**config.mk**
```make
export PLATFORM = sky130hd
export DESIGN_NAME = rf_writeback_ctrl
export DESIGN_NICKNAME = d
export VERILOG_FILES = /design/src/rtl/cpu_types_pkg.sv /design/src/rtl/wb_fifo.sv /design/src/rtl/rf_writeback_ctrl.sv
export SDC_FILE = /design/constraint.sdc
export NUM_CORES = 1
export LEC_CHECK = 0
export BUFFER_PORTS_ARGS = -buffer_cell sky130_fd_sc_hd__clkbuf_2
export CORE_MARGIN = 2
export CORE_UTILIZATION = 47
export DETAILED_ROUTE_END_ITERATION = 16
export PLACE_DENSITY = 0.87
export SLEW_MARGIN = 30
export SYNTH_ARGS = -nofsm -noshare
export SYNTH_HDL_FRONTEND = slang
export SYNTH_SLANG_ARGS = --single-unit
```
**constraint.sdc**
```tcl
create_clock -name clk -period 2.6 [get_ports clk]
set_input_delay 0 -clock clk [delete_from_list [all_inputs] [get_ports clk]]
set_output_delay 0 -clock clk [all_outputs]
set_load 0.01 [all_outputs]
```
**src/rtl/cpu_types_pkg.sv**
```systemverilog
// Shared CPU datapath types: register index, data word and writeback request.
// Index width follows the architectural register count.
package cpu_types_pkg;
  localparam int NREGS = 32;
  localparam int IDX_W = $clog2(NREGS);

  typedef logic [IDX_W-1:0] index_t;
  typedef logic [31:0]      word_t;

  typedef struct packed {
    index_t idx;
    word_t  data;
  } wb_req_t;
endpackage

```
**src/rtl/wb_fifo.sv**
```systemverilog
// Circular buffer for writeback requests; head is visible combinationally, push/pop take effect on the edge.
// Push when full and pop when empty are ignored; the producer watches o_full/o_count to stay in range.
module wb_fifo
  import cpu_types_pkg::wb_req_t;
#(
  parameter int  FIFO_DEPTH = 2,
  parameter type T          = wb_req_t,
  localparam int CNT_W      = $clog2(FIFO_DEPTH + 1),
  localparam int PTR_W      = (FIFO_DEPTH > 1) ? $clog2(FIFO_DEPTH) : 1
) (
  input  logic             clk,
  input  logic             rst,
  input  logic             i_push,
  input  T                 i_push_dat,
  input  logic             i_pop,
  output T                 o_head_dat,
  output logic             o_full,
  output logic             o_empty,
  output logic [CNT_W-1:0] o_count
);

  localparam logic [PTR_W-1:0] LAST_PTR = PTR_W'(FIFO_DEPTH - 1);

  T                 r_mem [FIFO_DEPTH];
  logic [PTR_W-1:0] r_wr_ptr;
  logic [PTR_W-1:0] r_rd_ptr;
  logic [CNT_W-1:0] r_count;
  logic             w_do_push;
  logic             w_do_pop;

  function automatic logic [PTR_W-1:0] ptr_inc(input logic [PTR_W-1:0] p);
    return (p == LAST_PTR) ? '0 : p + PTR_W'(1);
  endfunction

  assign o_full     = (r_count == CNT_W'(FIFO_DEPTH));
  assign o_empty    = (r_count == '0);
  assign o_count    = r_count;
  assign o_head_dat = r_mem[r_rd_ptr];
  assign w_do_push  = i_push && !o_full;
  assign w_do_pop   = i_pop && !o_empty;

  always_ff @(posedge clk or posedge rst) begin
    if (rst) begin
      r_wr_ptr <= '0;
      r_rd_ptr <= '0;
      r_count  <= '0;
    end else begin
      if (w_do_push) r_wr_ptr <= ptr_inc(r_wr_ptr);
      if (w_do_pop)  r_rd_ptr <= ptr_inc(r_rd_ptr);
      unique case ({w_do_push, w_do_pop})
        2'b10:   r_count <= r_count + CNT_W'(1);
        2'b01:   r_count <= r_count - CNT_W'(1);
        default: r_count <= r_count;
      endcase
    end
  end

  // Storage carries no reset; validity is tracked by the pointers and count.
  always_ff @(posedge clk) begin
    if (w_do_push) r_mem[r_wr_ptr] <= i_push_dat;
  end

endmodule

```
**src/rtl/rf_writeback_ctrl.sv**
```systemverilog
// Arbitrates ALU (priority, no backpressure) and load (valid/ready, buffered) writebacks onto one registered RF write port.
// One-cycle write latency; scoreboard drives a combinational decode stall and the write port is bypassed to operands.
module rf_writeback_ctrl
  import cpu_types_pkg::index_t;
  import cpu_types_pkg::word_t;
  import cpu_types_pkg::wb_req_t;
#(
  parameter int NREGS      = 32,
  parameter int FIFO_DEPTH = 2
) (
  input  logic   clk,
  input  logic   rst,
  input  logic   alu_wb_valid,
  input  index_t alu_wb_index,
  input  word_t  alu_wb_data,
  input  logic   mem_wb_valid,
  output logic   mem_wb_ready,
  input  index_t mem_wb_index,
  input  word_t  mem_wb_data,
  input  logic   issue_ld_valid,
  input  index_t issue_ld_index,
  input  index_t dec_rs1,
  input  index_t dec_rs2,
  input  index_t dec_rd,
  input  logic   dec_rd_valid,
  output word_t  rs1_data,
  output word_t  rs2_data,
  output logic   stall,
  output logic   reg_write,
  output index_t write_index,
  output word_t  write_data,
  output index_t read_index1,
  output index_t read_index2,
  input  word_t  read_data1,
  input  word_t  read_data2
);

  localparam int CNT_W = $clog2(FIFO_DEPTH + 1);

  wb_req_t          w_alu_req;
  wb_req_t          w_mem_req;
  wb_req_t          w_head;
  wb_req_t          w_sel_req;
  logic             w_alu_wr;
  logic             w_mem_acc;
  logic             w_sel_vld;
  logic             w_sel_ld;
  logic             w_bypass;
  logic             w_push;
  logic             w_pop;
  logic             w_full;
  logic             w_empty;
  logic [CNT_W-1:0] w_count;
  logic [NREGS-1:0] w_pending_nxt;

  logic             r_reg_write;
  index_t           r_write_index;
  word_t            r_write_data;
  logic [NREGS-1:0] r_pending;

  assign w_alu_req = '{idx: alu_wb_index, data: alu_wb_data};
  assign w_mem_req = '{idx: mem_wb_index, data: mem_wb_data};
  assign w_alu_wr  = alu_wb_valid && (alu_wb_index != '0);
  assign w_mem_acc = mem_wb_valid && mem_wb_ready;

  assign mem_wb_ready = (w_count < CNT_W'(FIFO_DEPTH));

  wb_fifo #(
    .FIFO_DEPTH (FIFO_DEPTH),
    .T          (wb_req_t)
  ) u_wb_fifo (
    .clk        (clk),
    .rst        (rst),
    .i_push     (w_push),
    .i_push_dat (w_mem_req),
    .i_pop      (w_pop),
    .o_head_dat (w_head),
    .o_full     (w_full),
    .o_empty    (w_empty),
    .o_count    (w_count)
  );

  // Null ALU writes never claim the port, so the buffer head can drain underneath them.
  always_comb begin
    w_sel_vld = 1'b0;
    w_sel_ld  = 1'b0;
    w_bypass  = 1'b0;
    w_pop     = 1'b0;
    w_sel_req = w_alu_req;
    if (w_alu_wr) begin
      w_sel_vld = 1'b1;
    end else if (!w_empty) begin
      w_sel_vld = 1'b1;
      w_sel_ld  = 1'b1;
      w_pop     = 1'b1;
      w_sel_req = w_head;
    end else if (w_mem_acc) begin
      w_sel_vld = 1'b1;
      w_sel_ld  = 1'b1;
      w_bypass  = 1'b1;
      w_sel_req = w_mem_req;
    end
    w_push = w_mem_acc && !w_bypass && !w_full;
  end

  // A new issue outranks the clear of an older load to the same register.
  always_comb begin
    w_pending_nxt = r_pending;
    if (w_sel_ld) w_pending_nxt[w_sel_req.idx] = 1'b0;
    if (issue_ld_valid && (issue_ld_index != '0)) w_pending_nxt[issue_ld_index] = 1'b1;
    w_pending_nxt[0] = 1'b0;
  end

  always_ff @(posedge clk or posedge rst) begin
    if (rst) begin
      r_reg_write   <= 1'b0;
      r_write_index <= '0;
      r_write_data  <= '0;
      r_pending     <= '0;
    end else begin
      r_reg_write <= w_sel_vld && (w_sel_req.idx != '0);
      if (w_sel_vld) begin
        r_write_index <= w_sel_req.idx;
        r_write_data  <= w_sel_req.data;
      end
      r_pending <= w_pending_nxt;
    end
  end

  assign reg_write   = r_reg_write;
  assign write_index = r_write_index;
  assign write_data  = r_write_data;

  assign read_index1 = dec_rs1;
  assign read_index2 = dec_rs2;

  assign stall = r_pending[dec_rs1] | r_pending[dec_rs2] | (dec_rd_valid & r_pending[dec_rd]);

  always_comb begin
    rs1_data = read_data1;
    rs2_data = read_data2;
    if (r_reg_write && (r_write_index == dec_rs1)) rs1_data = r_write_data;
    if (r_reg_write && (r_write_index == dec_rs2)) rs2_data = r_write_data;
    if (dec_rs1 == '0) rs1_data = '0;
    if (dec_rs2 == '0) rs2_data = '0;
  end

endmodule

```
==> key figures <==
Detailed routing
  • Initial DRC Count: 870
  • Vias: 8113
  • Final wirelength: 28400 um
  • Post-route ant nets: 0
  • DR WL/cell: 21.2 um
  • Avg Vias per Cell: 6.04
  • Drc violations: 0
  • DRT Pass-1 Iters: 6

Synth
  • Post-synthesis sequential area ratio: 47.7%
  • Post-synth EDFFs: 74
  • Synth warn: 0
  • Cell variety after synth: 56
  • Area share of the largest cell type after synthesis: 26.2%
  • Mean post-synth cell area: 10.9 um2
  • Dominant cells by area after synthesis: edfxtp_1, dfrtp_1, mux2i_1
  • #FFs+latches synth: 147
  • Mapped Cells: 778
  • Async S/R FF share, synth: 49.7%
  • Syn_nets: 943
  • Dominant synthesized flop cell: edfxtp_1
  • Cell taking the most area after synthesis: edfxtp_1
  • Mapped Area: 8490 um2

Min path
  • Hold Crit Class: in2reg

Final layout
  • # fillers: 1275
  • Final #Nets: 1265
  • Post-route core utilization: 64.0%
  • Most common cell after layout, fill and taps aside: clkbuf_2
  • Commonest non-fill, non-tap cells in the layout: clkbuf_2, mux2i_1, o21ai_0, dlygate4sd3_1
  • Layout Area Growth over Synthesis: 34.5%
  • Layout cell share with drive strength beyond 1: 35.5%
  • Post-Layout Inst Area: 11400 um2

Clocking
  • Clk buf depth: 2
  • Clock root buffer: clkbuf_16
  • TritonCTS buffer count: 17
  • CTS tree: done
  • Clk_lat worst skew: 0.43 ns
  • # H-tree levels: 4
  • CTS Sinks: 147
  • CTS clk-pin slew, worst paths: 0.06 ns

Global routing
  • Total gr overflow: 0
  • First-pass GRT wire length: 44800 um
  • Largest net degree at the start of global routing: 74
  • Vias in the first global route: 8237
  • GRT Overall Usage: 29.4%
  • Initial antenna violation count: 2

STA
  • Worst Hold Slack: 0.0231 ns
  • Clk_skew: 0.0168 ns
  • Final Cycle Share: 96.7%
  • Peak Freq: 398 MHz
  • Final Critical Period: 2.51 ns
  • Slew Limit Fails: 0
  • Setup violators final: 0
  • Final hold vios: 0
  • Unrepaired setup endpoints after global routing: false
  • Slew HR: 41.0%
  • Setup ws final: 0.0858 ns
  • Worst Tran Pin Value: 0.881 ns

Power
  • Int Pwr: 0.00627 W
  • Sw Pwr: 0.00390 W
  • Pleak: 4.85 nW
  • Switching Fraction: 38.3%
  • Pwr/cell area: 890 nW/um2
  • Flop pwr share: 38.7%
  • Peak supply drop: 0.580 mV
  • Combinational group share of total power: 36.8%
  • Clk pwr share: 24.4%

Worst setup path
  • Worst Setup End Kind: output port
  • Crit-path cells: xor2_1, nor4_1, and3_2, buf_12, mux2i_2, nor2_1, clkbuf_2
  • Crit path largest cell delay: 0.49 ns
  • Critical path arrival: 2.51 ns
  • CP Data Required Time: 2.60 ns
  • Worst setup SP type: flip-flop
  • Crit path max fanout: 32
  • Critical path class: reg2out
  • Crit path max-delay cell type: dfrtp_1

Floorplanning
  • Die Y-Extent: 138 um
  • # rows: 49
  • Core ar.: 17800 um2
  • Starting Density: 47.6%
  • Die X: 138 um
  • Area of the die: 19200 um2
  • Num ports: 278

Place
  • Setup WS pre-CTS: 0.304 ns
  • PortBufs: 277
  • Detailed placer's ending HPWL: 18900 um
  • RD Place Congestion: 0.938
  • Placed Area: 10000 um2

Job
  • Max Cap Violations: 0

Outcome
  • Status: completed
==> layout make-up <==
class	count	area [um2]	share of cell area, %
Multi-Input combinational cell	563	4140	36.3
Sequential cell	147	4050	35.5
Timing Repair Buffer	368	2330	20.4
Clock buffer	17	425	3.72
Tap cell	229	287	2.51
Clock inverter	15	175	1.53
Inverter	3	11.3	0.0986
Antenna cell	1	2.50	0.0219
==> per-layer routing <==
layer | up-vias | GRT usage (%) | part of all wire [%]
li1 | 3573 | - | -
met1 | 3898 | 37.8 | 38
met2 | 538 | 47.2 | 48
met3 | 102 | 7.72 | 10
met4 | 2 | 13.2 | 3.8
met5 | - | 0 | 0.039
==> path summary, 6_finish.rpt <==
kind / start / endpoint / slack (ns) / cells past startpoint
max: write_index[0]$_DFFE_PP0P_ / rs2_data[22] / 0.09 / 7
min: issue_ld_index[1] / r_pending[4]$_DFF_PP0_ / 0.02 / 3
max reg2reg: u_wb_fifo.o_count[0]$_DFFE_PP0P_ / r_pending[11]$_DFF_PP0_ / 0.24 / 5
min reg2reg: u_wb_fifo.r_wr_ptr$_DFFE_PP0P_ / u_wb_fifo.r_wr_ptr$_DFFE_PP0P_ / 0.58 / 1
max in group asynchronous: rst / r_pending[12]$_DFF_PP0_ / 1.60 / 4
min in group asynchronous: rst / write_data[24]$_DFFE_PP0P_ / 0.28 / 3
==> critical path: cells and delay by family (launching register included) <==
| kind | cells | cell delay, ns |
|---|---|---|
| AND/OR/NAND/NOR | 3 | 0.64 |
| flip-flops | 1 | 0.49 |
| buffers and inverters | 2 | 0.38 |
| multiplexers | 1 | 0.32 |
| XOR/XNOR | 1 | 0.20 |
==> cells by family after synthesis <==
kind of cell | count (synthesis) | share of synthesized area [%]
flip-flops | 147 | 47.7
adder cells (fa/ha/maj) | 1 | 0.147
multiplexers | 164 | 21.8
AO/OA/AOI/OAI | 177 | 13.7
buffers and inverters | 68 | 3.98
XOR/XNOR | 15 | 1.55
AND/OR/NAND/NOR | 206 | 11.2
==> what timing repair did <==
item / in CTS / in global routing
gates resized for setup: 0 / 3
buffers inserted: 0 / 1
hold endpoints to repair: 151 / 0
setup endpoints to repair: 0 / 4
hold buffers: 75 / 0
==> per-stage QoR <==
step	total power (W)	instances	setup TNS [ns]
after floorplan	0.00612	778	-14.73
after global placement	0.00725	1232	0
after detailed placement	0.00745	1234	0
after CTS	0.0101	1341	0
after global routing	0.0107	1343	0
final	0.0102	1343	0
==> cell usage after synthesis, types with 3 or more instances <==
cell type / n
o22ai_2: 3
xnor2_1: 6
o41ai_1: 32
nor2_1: 76
o21ai_1: 3
buf_4: 11
clkbuf_1: 29
buf_6: 3
nand3b_1: 8
nor4_1: 5
a21oi_1: 6
mux2i_1: 116
a211oi_1: 7
o211ai_1: 6
inv_1: 3
a22o_1: 4
nand2_1: 74
nor2b_1: 9
or3b_2: 3
nand3_1: 5
mux2_2: 35
nor4b_1: 4
nand2b_1: 3
buf_2: 15
buf_1: 7
dfrtp_1: 73
edfxtp_1: 74
nor3_1: 3
or4_1: 3
xor2_1: 9
mux4_2: 13
o21ai_0: 99
==> flip-flops by register name, summed over array words and instances, names as in the netlist <==
signal              flops
u_wb_fifo.o_count       2
write_index             5
reg_write               1
write_data             32
u_wb_fifo.r_mem        74
u_wb_fifo.r_wr_ptr      1
u_wb_fifo.r_rd_ptr      1
r_pending              31
==> power groups by stage <==
| stage | clock network (W) | registers (W) | logic, W |
|---|---|---|---|
| after floorplan | 0 | 0.00366 | 0.00246 |
| after global placement | 0 | 0.00387 | 0.00338 |
| after detailed placement | 0 | 0.00391 | 0.00354 |
| after CTS | 0.00250 | 0.00388 | 0.00368 |
| after global routing | 0.00260 | 0.00399 | 0.00407 |
| final | 0.00248 | 0.00394 | 0.00375 |
Power figures use the tool's default switching activity.
